$ cat config.mk
export PLATFORM = sky130hd
export DESIGN_NAME = exec_timer_exit_unit
export DESIGN_NICKNAME = d
export VERILOG_FILES = /design/src/rtl/exec_timer_exit_unit.sv
export SDC_FILE = /design/constraint.sdc
export NUM_CORES = 1
export LEC_CHECK = 0
export CAP_MARGIN = 20
export CORE_ASPECT_RATIO = 2
export CORE_UTILIZATION = 25
export CTS_CLUSTER_DIAMETER = 80
export DETAILED_ROUTE_END_ITERATION = 8
export PLACE_DENSITY = 0.46
export SYNTH_ARGS = -nofsm -noshare
export SYNTH_HDL_FRONTEND = slang
export SYNTH_SLANG_ARGS = --single-unit
export TNS_END_PERCENT = 50
$ cat constraint.sdc
create_clock -name clk_i -period 1.9 [get_ports clk_i]
set_input_delay 0.285 -clock clk_i [delete_from_list [all_inputs] [get_ports clk_i]]
set_output_delay 0.285 -clock clk_i [all_outputs]
set_load 0.02 [all_outputs]
$ cat src/rtl/exec_timer_exit_unit.sv
// exec_timer_exit_unit
//   Bus-slave peripheral that lets firmware time a kernel in system-clock
//   cycles and report a test exit code to the surrounding bench.
//
//   Ports:
//     clk_i, rst_i           system clock, synchronous active-high reset
//     req_i/gnt_o            bus request / combinational grant (always accepts)
//     we_i, be_i, addr_i     write enable, byte enables, byte address
//     wdata_i                write data
//     rvalid_o, rdata_o      response one cycle after every granted request
//     trig_o                 registered run trigger (RUNNING && TRIG_EN)
//     exit_valid_o           sticky exit flag, set by any EXIT write
//     exit_value_o           byte-merged exit return code
//
//   Register map (addr_i[4:2]):
//     0 CTRL      W: bit0 START, bit1 STOP, bit2 CLEAR; RW: bit3 TRIG_EN
//     1 STATUS    R: bit0 running, bit1 done, bit2 overflow
//     2 CYCLES_LO R: cnt[31:0], latches the upper count bits into hi_shadow
//     3 CYCLES_HI R: hi_shadow
//     4 RUN_COUNT R: completed intervals
//     5 EXIT      RW: exit code
//     6,7         read 0, writes ignored
module exec_timer_exit_unit #(
    parameter int unsigned CNT_WIDTH     = 64,
    parameter int unsigned RUN_CNT_WIDTH = 16,
    parameter int unsigned ADDR_WIDTH    = 32
) (
    input  logic                  clk_i,
    input  logic                  rst_i,
    input  logic                  req_i,
    output logic                  gnt_o,
    input  logic                  we_i,
    input  logic [3:0]            be_i,
    input  logic [ADDR_WIDTH-1:0] addr_i,
    input  logic [31:0]           wdata_i,
    output logic                  rvalid_o,
    output logic [31:0]           rdata_o,
    output logic                  trig_o,
    output logic                  exit_valid_o,
    output logic [31:0]           exit_value_o
);

    localparam int unsigned HI_WIDTH = CNT_WIDTH - 32;

    typedef enum logic [1:0] {
        IDLE    = 2'd0,
        RUNNING = 2'd1,
        DONE    = 2'd2
    } state_t;

    state_t                   state_q, state_d;
    logic [CNT_WIDTH-1:0]     cnt_q;
    logic [CNT_WIDTH-1:0]     cnt_next;
    logic [RUN_CNT_WIDTH-1:0] run_cnt_q;
    logic [HI_WIDTH-1:0]      hi_shadow_q;
    logic                     overflow_q;
    logic                     trig_en_q;

    logic [2:0]  reg_sel;
    logic        wr_ctrl, wr_exit, rd_lo;
    logic        start_cmd, stop_cmd, clear_cmd;
    logic        is_running, count_en, cnt_max, run_done;
    logic [31:0] rd_val;
    logic [31:0] exit_merged;
    logic        unused_addr_bits;

    assign gnt_o = req_i;

    assign reg_sel = addr_i[4:2];
    assign unused_addr_bits = ^{addr_i[ADDR_WIDTH-1:5], addr_i[1:0]};

    // CTRL commands only take effect through byte lane 0.
    assign wr_ctrl   = req_i && we_i && (reg_sel == 3'd0) && be_i[0];
    assign wr_exit   = req_i && we_i && (reg_sel == 3'd5);
    assign rd_lo     = req_i && !we_i && (reg_sel == 3'd2);
    assign start_cmd = wr_ctrl && wdata_i[0];
    assign stop_cmd  = wr_ctrl && wdata_i[1];
    assign clear_cmd = wr_ctrl && wdata_i[2];

    // The START-write cycle is spent outside RUNNING and the STOP-write
    // cycle is masked here, so neither of them is counted.
    assign is_running = (state_q == RUNNING);
    assign count_en   = is_running && !stop_cmd;
    assign cnt_max    = &cnt_q;
    assign run_done   = is_running && stop_cmd;

    // Next count kept as a single net so the flop loads it every cycle.
    assign cnt_next = clear_cmd             ? '0 :
                      (count_en && !cnt_max) ? cnt_q + CNT_WIDTH'(1) :
                                               cnt_q;

    // STOP wins over START when both arrive in the same write.
    always_comb begin
        state_d = state_q;
        case (state_q)
            IDLE: begin
                if (start_cmd && !stop_cmd) state_d = RUNNING;
            end
            RUNNING: begin
                if (stop_cmd) state_d = DONE;
            end
            DONE: begin
                if (start_cmd && !stop_cmd) state_d = RUNNING;
                else if (clear_cmd)         state_d = IDLE;
            end
            default: state_d = IDLE;
        endcase
    end

    always_comb begin
        rd_val = 32'd0;
        case (reg_sel)
            3'd0:    rd_val = {28'd0, trig_en_q, 3'd0};
            3'd1:    rd_val = {29'd0, overflow_q, (state_q == DONE), is_running};
            3'd2:    rd_val = cnt_q[31:0];
            3'd3:    rd_val = 32'(hi_shadow_q);
            3'd4:    rd_val = 32'(run_cnt_q);
            3'd5:    rd_val = exit_value_o;
            default: rd_val = 32'd0;
        endcase
    end

    always_comb begin
        exit_merged = exit_value_o;
        for (int b = 0; b < 4; b++) begin
            if (be_i[b]) exit_merged[8*b +: 8] = wdata_i[8*b +: 8];
        end
    end

    // A request granted in the reset cycle never gets a response because
    // rvalid_o is cleared by the same edge.
    always_ff @(posedge clk_i) begin
        if (rst_i) begin
            state_q      <= IDLE;
            cnt_q        <= '0;
            run_cnt_q    <= '0;
            hi_shadow_q  <= '0;
            overflow_q   <= 1'b0;
            trig_en_q    <= 1'b0;
            trig_o       <= 1'b0;
            rvalid_o     <= 1'b0;
            rdata_o      <= 32'd0;
            exit_valid_o <= 1'b0;
            exit_value_o <= 32'd0;
        end else begin
            state_q <= state_d;
            cnt_q   <= cnt_next;

            if (clear_cmd)                overflow_q <= 1'b0;
            else if (count_en && cnt_max) overflow_q <= 1'b1;

            if (clear_cmd)     run_cnt_q <= '0;
            else if (run_done) run_cnt_q <= run_cnt_q + RUN_CNT_WIDTH'(1);

            if (clear_cmd)  hi_shadow_q <= '0;
            else if (rd_lo) hi_shadow_q <= cnt_q[CNT_WIDTH-1:32];

            if (wr_ctrl) trig_en_q <= wdata_i[3];
            trig_o <= is_running && trig_en_q;

            rvalid_o <= req_i;
            rdata_o  <= (req_i && !we_i) ? rd_val : 32'd0;

            if (wr_exit) begin
                exit_value_o <= exit_merged;
                exit_valid_o <= 1'b1;
            end
        end
    end

endmodule

## Word-level counts from Yosys, hierarchy flattened

Index checks and enable logic that the tools add are counted.

| word-level totals | value |
|---|---|
| register bits after elaboration | 183 |
| bits of input ports | 72 |

| cells by class | value |
|---|---|
| add/subtract/negate cells | 2 |
| equality and inequality tests | 10 |
| mux-type cells | 6 |
| bitwise operators | 1 |
| reduce and logical (&&, ||, !) cells | 28 |

Operators by type and width:

| operator | number |
|---|---|
| $pmux W32 S6 | 1 |
| $add A64 B1 Y64 const B | 1 |
| $reduce_and A64 Y1 | 1 |
| $add A16 B1 Y16 const B | 1 |
| $logic_and A1 B1 Y1 | 15 |
| $mux W2 | 4 |
| $reduce_and A2 Y1 | 4 |
| $eq A3 B2 Y1 const B | 2 |
| $eq A3 B3 Y1 const B | 2 |
| $pmux W2 S3 | 1 |
| $ne A2 B2 Y1 const B | 2 |
| $reduce_or A2 Y1 | 2 |
| $eq A3 B1 Y1 const B | 1 |
| $logic_not A1 Y1 | 3 |
| $logic_not A3 Y1 | 1 |
| $ne A3 B3 Y1 const B | 1 |
| $reduce_and A3 Y1 | 1 |
| $eq A2 B1 Y1 const B | 1 |
| $eq A2 B2 Y1 const B | 1 |
| $logic_not A2 Y1 | 1 |
| $not A1 Y1 | 1 |

## Logic depth before layout (Yosys ltp)

Gate-level depths: netlist (run 1).

| depth | value |
|---|---|
| depth after elaboration | 8 |
| gate-level depth with buffers | 10 |
| gate-level depth less buffers | 7 |

## Least setup slack after synthesis (run 1)

Ideal clock, no wire load.

| timing path | value |
|---|---|
| path type | register to register |
| start point | register cnt_q[50] |
| end point | register cnt_q[10] |
| library setup time | 133 ps |
| arrival time | 1964 ps |
| required time | 1767 ps |
| slack | -198 ps |
| stages on the path, launching flop included | 8 |
| path buffers | 1 |
| period minus slack after synthesis | 2098 ps |
| cells stage by stage | dfxtp_1 > nand4_2 > or4_4 > nand4b_4 > o21ai_2 > clkbuf_1 > or3_1 > a21oi_2 |

| on the way | value |
|---|---|
| longest elaborated chain between the ends | 3 |

RTL lines:

| element | line | text |
|---|---|---|
| from (decl) | 52 | `logic [CNT_WIDTH-1:0] cnt_q;` |
| from (signal assigned) | 147 | `cnt_q <= cnt_next;` |
| $reduce_and A64 Y1 | 84 | `assign cnt_max = &cnt_q;` |
| $logic_not A1 Y1 | 89 | `(count_en && !cnt_max) ? cnt_q + CNT_WIDTH'(1) :` |
| $logic_and A1 B1 Y1 | 89 |  |

No other way between the ends.
A chain may end at the register's enable or synchronous reset.

## Worst setup path in the final report (run 1)

| timing path | value |
|---|---|
| start point | register cnt_q[2] |
| end point | register cnt_q[19] |

| on the way | value |
|---|---|
| longest elaborated chain between the ends | 3 |

RTL lines:

| element |
|---|
| parallel branches: the longest is 3 deep, another holds $add A64 B1 Y64 |

Several ways; the timed one is not identified.

==> impl_summary.log, run 1 <==
[metrics] outcome: finished with violations
[metrics] failing checks: negative setup slack
[metrics] share of post-route cells with drive strength above 1: 0.288
[metrics] Critical Path End Type: flop
[metrics] sum of overflow across all layers after global routing: 0
[metrics] shortest clock period the worst path allows after layout: about 2.2 ns
[metrics] antenna diode count: 0
[metrics] worst slack at placement: -0.629 ns
[metrics] setup repair after global routing missed its margin: yes
[metrics] Compound-Gate Fraction of Synth Area: 0.156
[metrics] type of the worst min-delay path: in -> reg
[metrics] post-synthesis cell type with the largest combined area: dfxtp_1
[metrics] number of placed I/O pins: 140
[metrics] Vias: 8,204
[metrics] 1st-pass router iterations: 4
[metrics] wire length per cell: ~17 um
[metrics] MaxCap Viol Count: 0
[metrics] final worst-path setup slack: -0.257 ns
[metrics] number of register bits inferred by synthesis: about 180
[metrics] number of nets in the layout: about 1,400
[metrics] CP Data Required Time: about 2.3 ns
[metrics] total CTS buffers: 17
[metrics] routing layer with the top usage in global route: met2
[metrics] via/cell ratio: roughly 4.8
[metrics] Max Freq: approximately 0.46 GHz
[metrics] crit-path cells: buf_4 -> nand4_1 -> buf_4 -> buf_4 -> nor2_2 -> o211ai_1 -> buf_4 -> buf_12 -> or4_4 -> a21oi_2
[metrics] most used flip-flop cell after synthesis: dfxtp_1
[metrics] cell count after synthesis: 997
[metrics] GR Util met1: 0.180
[metrics] maximum single-stage delay on the critical path: between 0.5 and 0.6 ns
[metrics] cts hold-fix bufs: 0
[metrics] fraction of the yosys area taken by sequential cells: 0.444
[metrics] core box area: 0.0323 mm^2
[metrics] DRC violations left: 0
[metrics] die footprint: about 0.034 mm^2
[metrics] floorplan die height: between 200 and 300 um
[metrics] Async S/R FF share, synth: 0
[metrics] crit path kind: reg -> reg
[metrics] H-tree lvl count: 4
[metrics] post-synthesis share of cell area spent on full adders, half adders and majority gates: 0.00303
[metrics] post-route clock skew: between 0.01 and 0.015 ns
[metrics] area fraction in and, or, nand and nor cells after synthesis: 0.271
[metrics] GR Layer Usage met3: 0.0247
[metrics] VDD IR-drop max: 0.590 mV
[metrics] number of buffer and inverter stages on the critical path: 5
[metrics] leakage power: about 4.6 nW
[metrics] Sinks on Clock Net: between 150 and 200
[metrics] effective utilization at floorplan: 0.255
[metrics] utilization after layout: 0.387
[metrics] clock latency reported for the late side of the worst-skew pair: around 0.45 ns
[metrics] cell repeated most along the worst path: buf_4
[metrics] GRT Total Usage: 0.177
[metrics] Post-synth EDFFs: 0
[metrics] Yosys cell types: between 60 and 70
[metrics] weighted congestion at the end of routability-driven global placement: slightly above 0.8
[metrics] endpoint arrival time on the critical path: 2.53 ns
[metrics] CTS tree: built
[metrics] placed wire-length estimate after detailed placement: approximately 22,000 um
[metrics] Avg Synthesized Cell Area: 8.28 um^2
[metrics] Slew HR: 0.682
[metrics] buffer levels on the longest clock path: 2
[metrics] area share of the largest cell type after synthesis: 0.444
[metrics] via count of the first global-routing pass: 8,274
[metrics] met2 usage: 0.349
[metrics] Routed Antenna Nets: 0
[metrics] Net Count, Synth: approximately 1,100
[metrics] Routed Wire Length: a little under 30,000 um
[metrics] area post-placement: around 0.011 mm^2
[metrics] number of violations reported at the end of detailed-routing iteration 0: about 340
[metrics] area added between synthesis and finish: 51.8%
[metrics] IO Port Bufs: between 100 and 150
[metrics] post-synthesis share of cell area spent on xor and xnor gates: 0.0308
[metrics] final hold vios: 0
[metrics] critical path peak fanout: 8
[metrics] post-layout power: around 8 mW
[metrics] multiplexer fraction of the synthesized cell area: 0.0561
[metrics] largest net degree at the start of global routing: 40
[metrics] Largest delay share family, worst path: simple AND/OR/NAND/NOR gates
[metrics] Final period util: 1.14
[metrics] row count: 93
[metrics] finished layout cell area: roughly 0.013 mm^2
[metrics] Pwr per Cell Area: approximately 640 mW/mm^2
[metrics] Synth Cell Area: roughly 0.0083 mm^2
[metrics] clock transition time at the flip-flop clock pins of the worst setup and hold paths: roughly 0.070 ns
[metrics] antenna violations before repair: 0
[metrics] max-slew violation count: 0
[metrics] final setup vio count: 64
[metrics] Crit-path slowest cell: or4_4
[metrics] global-route wire length before repair: 45,200 um
[metrics] most repeated cell in the gate-level netlist after synthesis: dfxtp_1
[metrics] yosys warns: 0
[metrics] horizontal extent of the die: between 100 and 150 um
[metrics] root buffer selected by CTS: clkbuf_16
[metrics] most frequent cells after synthesis: dfxtp_1, nand2_1, a21oi_1, nor2_1, nand3_1
[metrics] leading cell types by total area after synthesis: dfxtp_1, a21oi_1, nand2_1, mux2i_1, nor2_1
[metrics] sort of element at the start of the critical path: flop
[metrics] largest family of logic cells by synthesized area: simple AND/OR/NAND/NOR gates
[metrics] Least-Margin Pin Slew: ~0.48 ns
-- cell usage in the layout, fill, tap and decap left out, drive strengths merged, types with 6 or more instances in the layout --
cell type	netlist	layout
buf	19	215
dfxtp	183	183
nand2	139	139
a21oi	132	132
clkdlybuf4s50	0	106
nor2	99	99
nand3	63	63
mux2i	44	44
o21ai	36	37
or3	36	36
nand4	26	26
xor2	21	21
clkbuf	44	19
and3	15	15
or4	15	15
inv	12	14
o22a	12	12
o31ai	11	11
nor3	11	11
o211ai	9	9
xnor2	8	8
and2	8	8
and4	7	7
nor2b	6	6
nor4	6	6
-- final timing paths --
check / cells after the start / slack (ns) / to / startpoint
max reg2reg: 10 / -0.26 / cnt_q[19] / cnt_q[2]
min reg2reg: 2 / 0.46 / hi_shadow_q[17] / hi_shadow_q[17]
min: 3 / 0.20 / rvalid_o / rst_i
max: 10 / -0.26 / cnt_q[19] / cnt_q[2]
-- per-stage QoR --
step / instances / setup TNS, ns / hold WS, ns
floorplan: 997 / -1.71 / 0.364
global placement: 1657 / -51.96 / 0.444
detailed placement: 1657 / -53.45 / 0.449
CTS: 1707 / -14.86 / 0.181
global route: 1714 / -16.59 / 0.201
finish: 1714 / -10.10 / 0.199
-- layer usage --
layer / vias up / share of wire
met5: - / 0
met4: 0 / 0.029
met3: 37 / 0.019
met2: 107 / 0.58
met1: 3964 / 0.38
li1: 4096 / -
-- cell families (layout without fill, tap and decap cells) --
family,after synthesis,in the layout
adders and majority gates,2,2
and+or+nand+nor,445,445
AOI/OAI and AO/OA,217,218
DFF,183,183
muxes,46,46
xor gates and xnor gates,29,29
buffers and inverters,75,364
-- timing repair --
| item | 4_1_cts | 5_1_grt |
|---|---|---|
| endpoints found under the setup margin | 69 | 74 |
| gates cloned | 1 | 1 |
| pin swaps | 56 | 42 |
| buffers inserted | 21 | 6 |
| gates resized for setup | 76 | 55 |
-- layout make-up --
type	instances	area, um^2
Inverter	12	45.0
Clock buffer	19	453
Sequential cell	183	3720
Timing Repair Buffer	323	2960
Tap cell	427	534
Multi-Input combinational cell	740	4670
Fill cell	3417	19800
Clock inverter	10	145
-- flip-flops by register name, indices dropped and copies added (netlist names) --
| register | cells |
|---|---|
| cnt_q | 64 |
| exit_valid_o | 1 |
| exit_value_o | 32 |
| hi_shadow_q | 32 |
| overflow_q | 1 |
| rdata_o | 32 |
| run_cnt_q | 16 |
| rvalid_o | 1 |
| state_q | 2 |
| trig_en_q | 1 |
| trig_o | 1 |
-- where the power goes --
group	total [mW]	internal [mW]	leakage, nW	switching (mW)
Sequential	3.84	3.84	1.49	0.00561
Clock	3.71	2.13	0.288	1.58
Combinational	0.418	0.190	2.78	0.228
Total	7.97	6.15	4.56	1.81
-- worst register-to-register path, cell delays in order (launching register included) --
cell and delay (ns):
dfxtp_2 0.34, buf_4 0.12, nand4_1 0.15, buf_4 0.19, buf_4 0.16, nor2_2 0.09, o211ai_1 0.09, buf_4 0.16
buf_12 0.13, or4_4 0.53, a21oi_2 0.13
(Power assumes the default switching activity.)
==> run 2: changes to the inputs <==
--- a/config.mk
+++ b/config.mk
@@ -10,7 +10,8 @@
 export CORE_UTILIZATION = 25
 export CTS_CLUSTER_DIAMETER = 80
 export DETAILED_ROUTE_END_ITERATION = 8
-export PLACE_DENSITY = 0.46
+export HOLD_SLACK_MARGIN = 0.05
+export PLACE_DENSITY_LB_ADDON = 0.08
 export SYNTH_ARGS = -nofsm -noshare
 export SYNTH_HDL_FRONTEND = slang
 export SYNTH_SLANG_ARGS = --single-unit
==> run 2 against run 1 <==
Effect of this change: critical path type unchanged; final cell count rose by 0.58%; count of clock-buffer cells in the layout increased by 2; routed wire length up 5.5%; clock power fell by 1%; critical path depth down 1; non-clock buffer count is 9 higher; hold slack got worse by 0.0064 ns; core utilization grew 0.35 points; via count rose by 0.28%; maximum frequency decreased by 1.4%; sequential share of layout area decreased by 0.20 points; the flow still finishes with violations (negative setup slack).
==> impl_summary.log, run 2 (synthesis results as in run 1) <==
[metrics] worst slack at placement: -0.609 ns (+0.0205 ns)
[metrics] Least-Margin Pin Slew: 0.629 ns (+0.152 ns)
[metrics] Critical Path End Type: flop
[metrics] horizontal extent of the die: 130 um (unchanged)
[metrics] crit-path cells: nand3_1 -> or4_4 -> nand4b_4 -> buf_12 -> o21ai_4 -> buf_6 -> buf_6 -> o31ai_1 -> a21oi_1
[metrics] VDD IR-drop max: 0.558 mV (-5.4%)
[metrics] largest net degree at the start of global routing: 38 (-5.0%)
[metrics] die footprint: 0.0338 mm^2 (unchanged)
[metrics] total CTS buffers: 17 (unchanged)
[metrics] placed wire-length estimate after detailed placement: 23,600 um (+7.8%)
[metrics] weighted congestion at the end of routability-driven global placement: 0.789 (-2.5%)
[metrics] MaxCap Viol Count: 0 (unchanged)
[metrics] global-route wire length before repair: 47,100 um (+4.2%)
[metrics] Vias: 8,227 (+0.28%)
[metrics] core box area: 0.0323 mm^2 (unchanged)
[metrics] sort of element at the start of the critical path: flop
[metrics] outcome: finished with violations
[metrics] most common cell after layout, fill and taps aside: buf_4
[metrics] clock latency reported for the late side of the worst-skew pair: 0.45 ns (about the same)
[metrics] via/cell ratio: 4.77 (-0.30%)
[metrics] Storage cell area: 0.00373 mm^2 (+0.24%)
[metrics] floorplan die height: 259 um (unchanged)
[metrics] critical path peak fanout: 7 (-1)
[metrics] area added between synthesis and finish: 53.2%
[metrics] Pwr per Cell Area: 627 mW/mm^2 (-1.4%)
[metrics] antenna diode count: 0 (unchanged)
[metrics] most frequent cells in the layout: buf_4, dfxtp_1, nand2_1, a21oi_1, clkdlybuf4s50_1
[metrics] Largest delay share family, worst path: simple AND/OR/NAND/NOR gates
[metrics] type of the worst min-delay path: in -> reg
[metrics] Final period util: 1.15 (+0.0165)
[metrics] via count of the first global-routing pass: 8,279 (+0.060%)
[metrics] share of post-route cells with drive strength above 1: 0.305 (+0.0171)
[metrics] post-route clock skew: 0.0112 ns (-0.00241 ns)
[metrics] GRT Total Usage: 0.188 (+0.0110)
[metrics] antenna violations before repair: 0 (unchanged)
[metrics] buffer levels on the longest clock path: 2 (unchanged)
[metrics] Routed Antenna Nets: 0 (unchanged)
[metrics] final hold slack: 0.192 ns (-0.00642 ns)
[metrics] endpoint arrival time on the critical path: 2.56 ns (+0.03 ns)
[metrics] number of violations reported at the end of detailed-routing iteration 0: 291 (-13%)
[metrics] number of filler instances in the final layout: 3,487 (+2.0%)
[metrics] crit path kind: reg -> reg
[metrics] max-slew violation count: 0 (unchanged)
[metrics] Max Freq: 0.457 GHz (-1.4%)
[metrics] clock transition time at the flip-flop clock pins of the worst setup and hold paths: 0.07 ns (about the same)
[metrics] sum of overflow across all layers after global routing: 0 (unchanged)
[metrics] 1st-pass router iterations: 4 (unchanged)
[metrics] Routed Wire Length: 30,900 um (+5.5%)
[metrics] Top reg by flops: cnt_q
[metrics] setup repair after global routing missed its margin: yes
[metrics] effective utilization at floorplan: 0.255 (unchanged)
[metrics] final hold vios: 0 (unchanged)
[metrics] root buffer selected by CTS: clkbuf_16
[metrics] IO Port Bufs: 110 (unchanged)
[metrics] maximum single-stage delay on the critical path: 0.51 ns (-0.02 ns)
[metrics] Slew HR: 0.581 (-0.102)
[metrics] H-tree lvl count: 4 (unchanged)
[metrics] setup TNS after final layout: -11.45 ns (-1.35 ns)
[metrics] final worst-path setup slack: -0.289 ns (-0.0313 ns)
[metrics] failing checks: negative setup slack
[metrics] cell repeated most along the worst path: buf_6
[metrics] CTS tree: built
[metrics] number of nets in the layout: 1,359 (+0.59%)
[metrics] CP Data Required Time: 2.27 ns (about the same)
[metrics] DRC violations left: 0 (unchanged)
[metrics] utilization after layout: 0.391 (+0.00352)
[metrics] number of placed I/O pins: 140 (unchanged)
[metrics] max FFs per register: 64 (unchanged)
[metrics] footprint of the multi-input gates: 0.00470 mm^2 (+0.67%)
[metrics] post-layout power: 7.93 mW (-0.53%)
[metrics] shortest clock period the worst path allows after layout: 2.19 ns (+0.0313 ns)
[metrics] number of buffer and inverter stages on the critical path: 3 (-2)
[metrics] cts hold-fix bufs: 0 (unchanged)
[metrics] final setup vio count: 64 (unchanged)
[metrics] leakage power: 4.57 nW (+0.21%)
[metrics] Sinks on Clock Net: 183 (unchanged)
[metrics] row count: 93 (unchanged)
[metrics] wire length per cell: 17.9 um (+4.8%)
[metrics] Crit-path slowest cell: or4_4
## run 2: cell count changes in the layout (fill, tap and decap cells not counted), moves of 4 or more
cell	previous run	this run
dfxtp_1	145	138
dfxtp_2	35	42
o21ai_1	9	5
o21ai_0	18	22
or4_1	10	6
buf_6	22	35
or4_4	5	9
## run 2: final timing paths
kind / from / endpoint / slack [ns] / depth (start not counted)
worst min-delay path: rst_i / rvalid_o / 0.19 / 3
worst min register to register: hi_shadow_q[14] / hi_shadow_q[14] / 0.46 / 2
worst max register to register: cnt_q[59] / cnt_q[42] / -0.29 / 9
worst max-delay path: cnt_q[59] / cnt_q[42] / -0.29 / 9
## run 2: area by class of cell
class | instances | share of cell area
Tap cell | 427 | 0.0422
Multi-Input combinational cell | 739 | 0.372
Inverter | 12 | 0.00356
Sequential cell | 183 | 0.295
Clock buffer | 21 | 0.0380
Clock inverter | 10 | 0.00950
Timing Repair Buffer | 332 | 0.240
## run 2: per-stage QoR
stage / instance area, um^2 / cells
2_1_floorplan: 8370 / 997
3_3_place_gp: 11200 / 1655
3_5_place_dp: 11200 / 1655
4_1_cts: 12200 / 1704
5_1_grt: 12600 / 1724
6_report: 12600 / 1724
## run 2: where the power goes
group	internal (mW)	leakage, nW	switching, mW
sequential	3.84	1.50	0.00558
combinational	0.183	2.80	0.229
clock	2.07	0.280	1.60
total	6.09	4.57	1.83
## run 2: worst reg2reg max path: cells and delay by family, from the launching register on
family	cells	cell delay [ns]
AOI/OAI and AO/OA	3	0.46
buffers and inverters	3	0.44
DFF	1	0.36
and+or+nand+nor	3	0.87
## run 2: timing repair
item,4_1_cts,5_1_grt
pin swaps,50,48
resized for setup,64,85
gates cloned,1,1
hold endpoints to repair,0,0
buffers inserted,20,21
endpoints found under the setup margin,68,72
## run 2: layer usage
layer | GRT usage | wire (um) | up-vias
met1 | 0.189 | 11500 | 3965
met5 | 0 | 0 | -
met2 | 0.381 | 18100 | 130
met3 | 0.0212 | 673 | 28
met4 | 0.0680 | 629 | 0
li1 | - | - | 4104
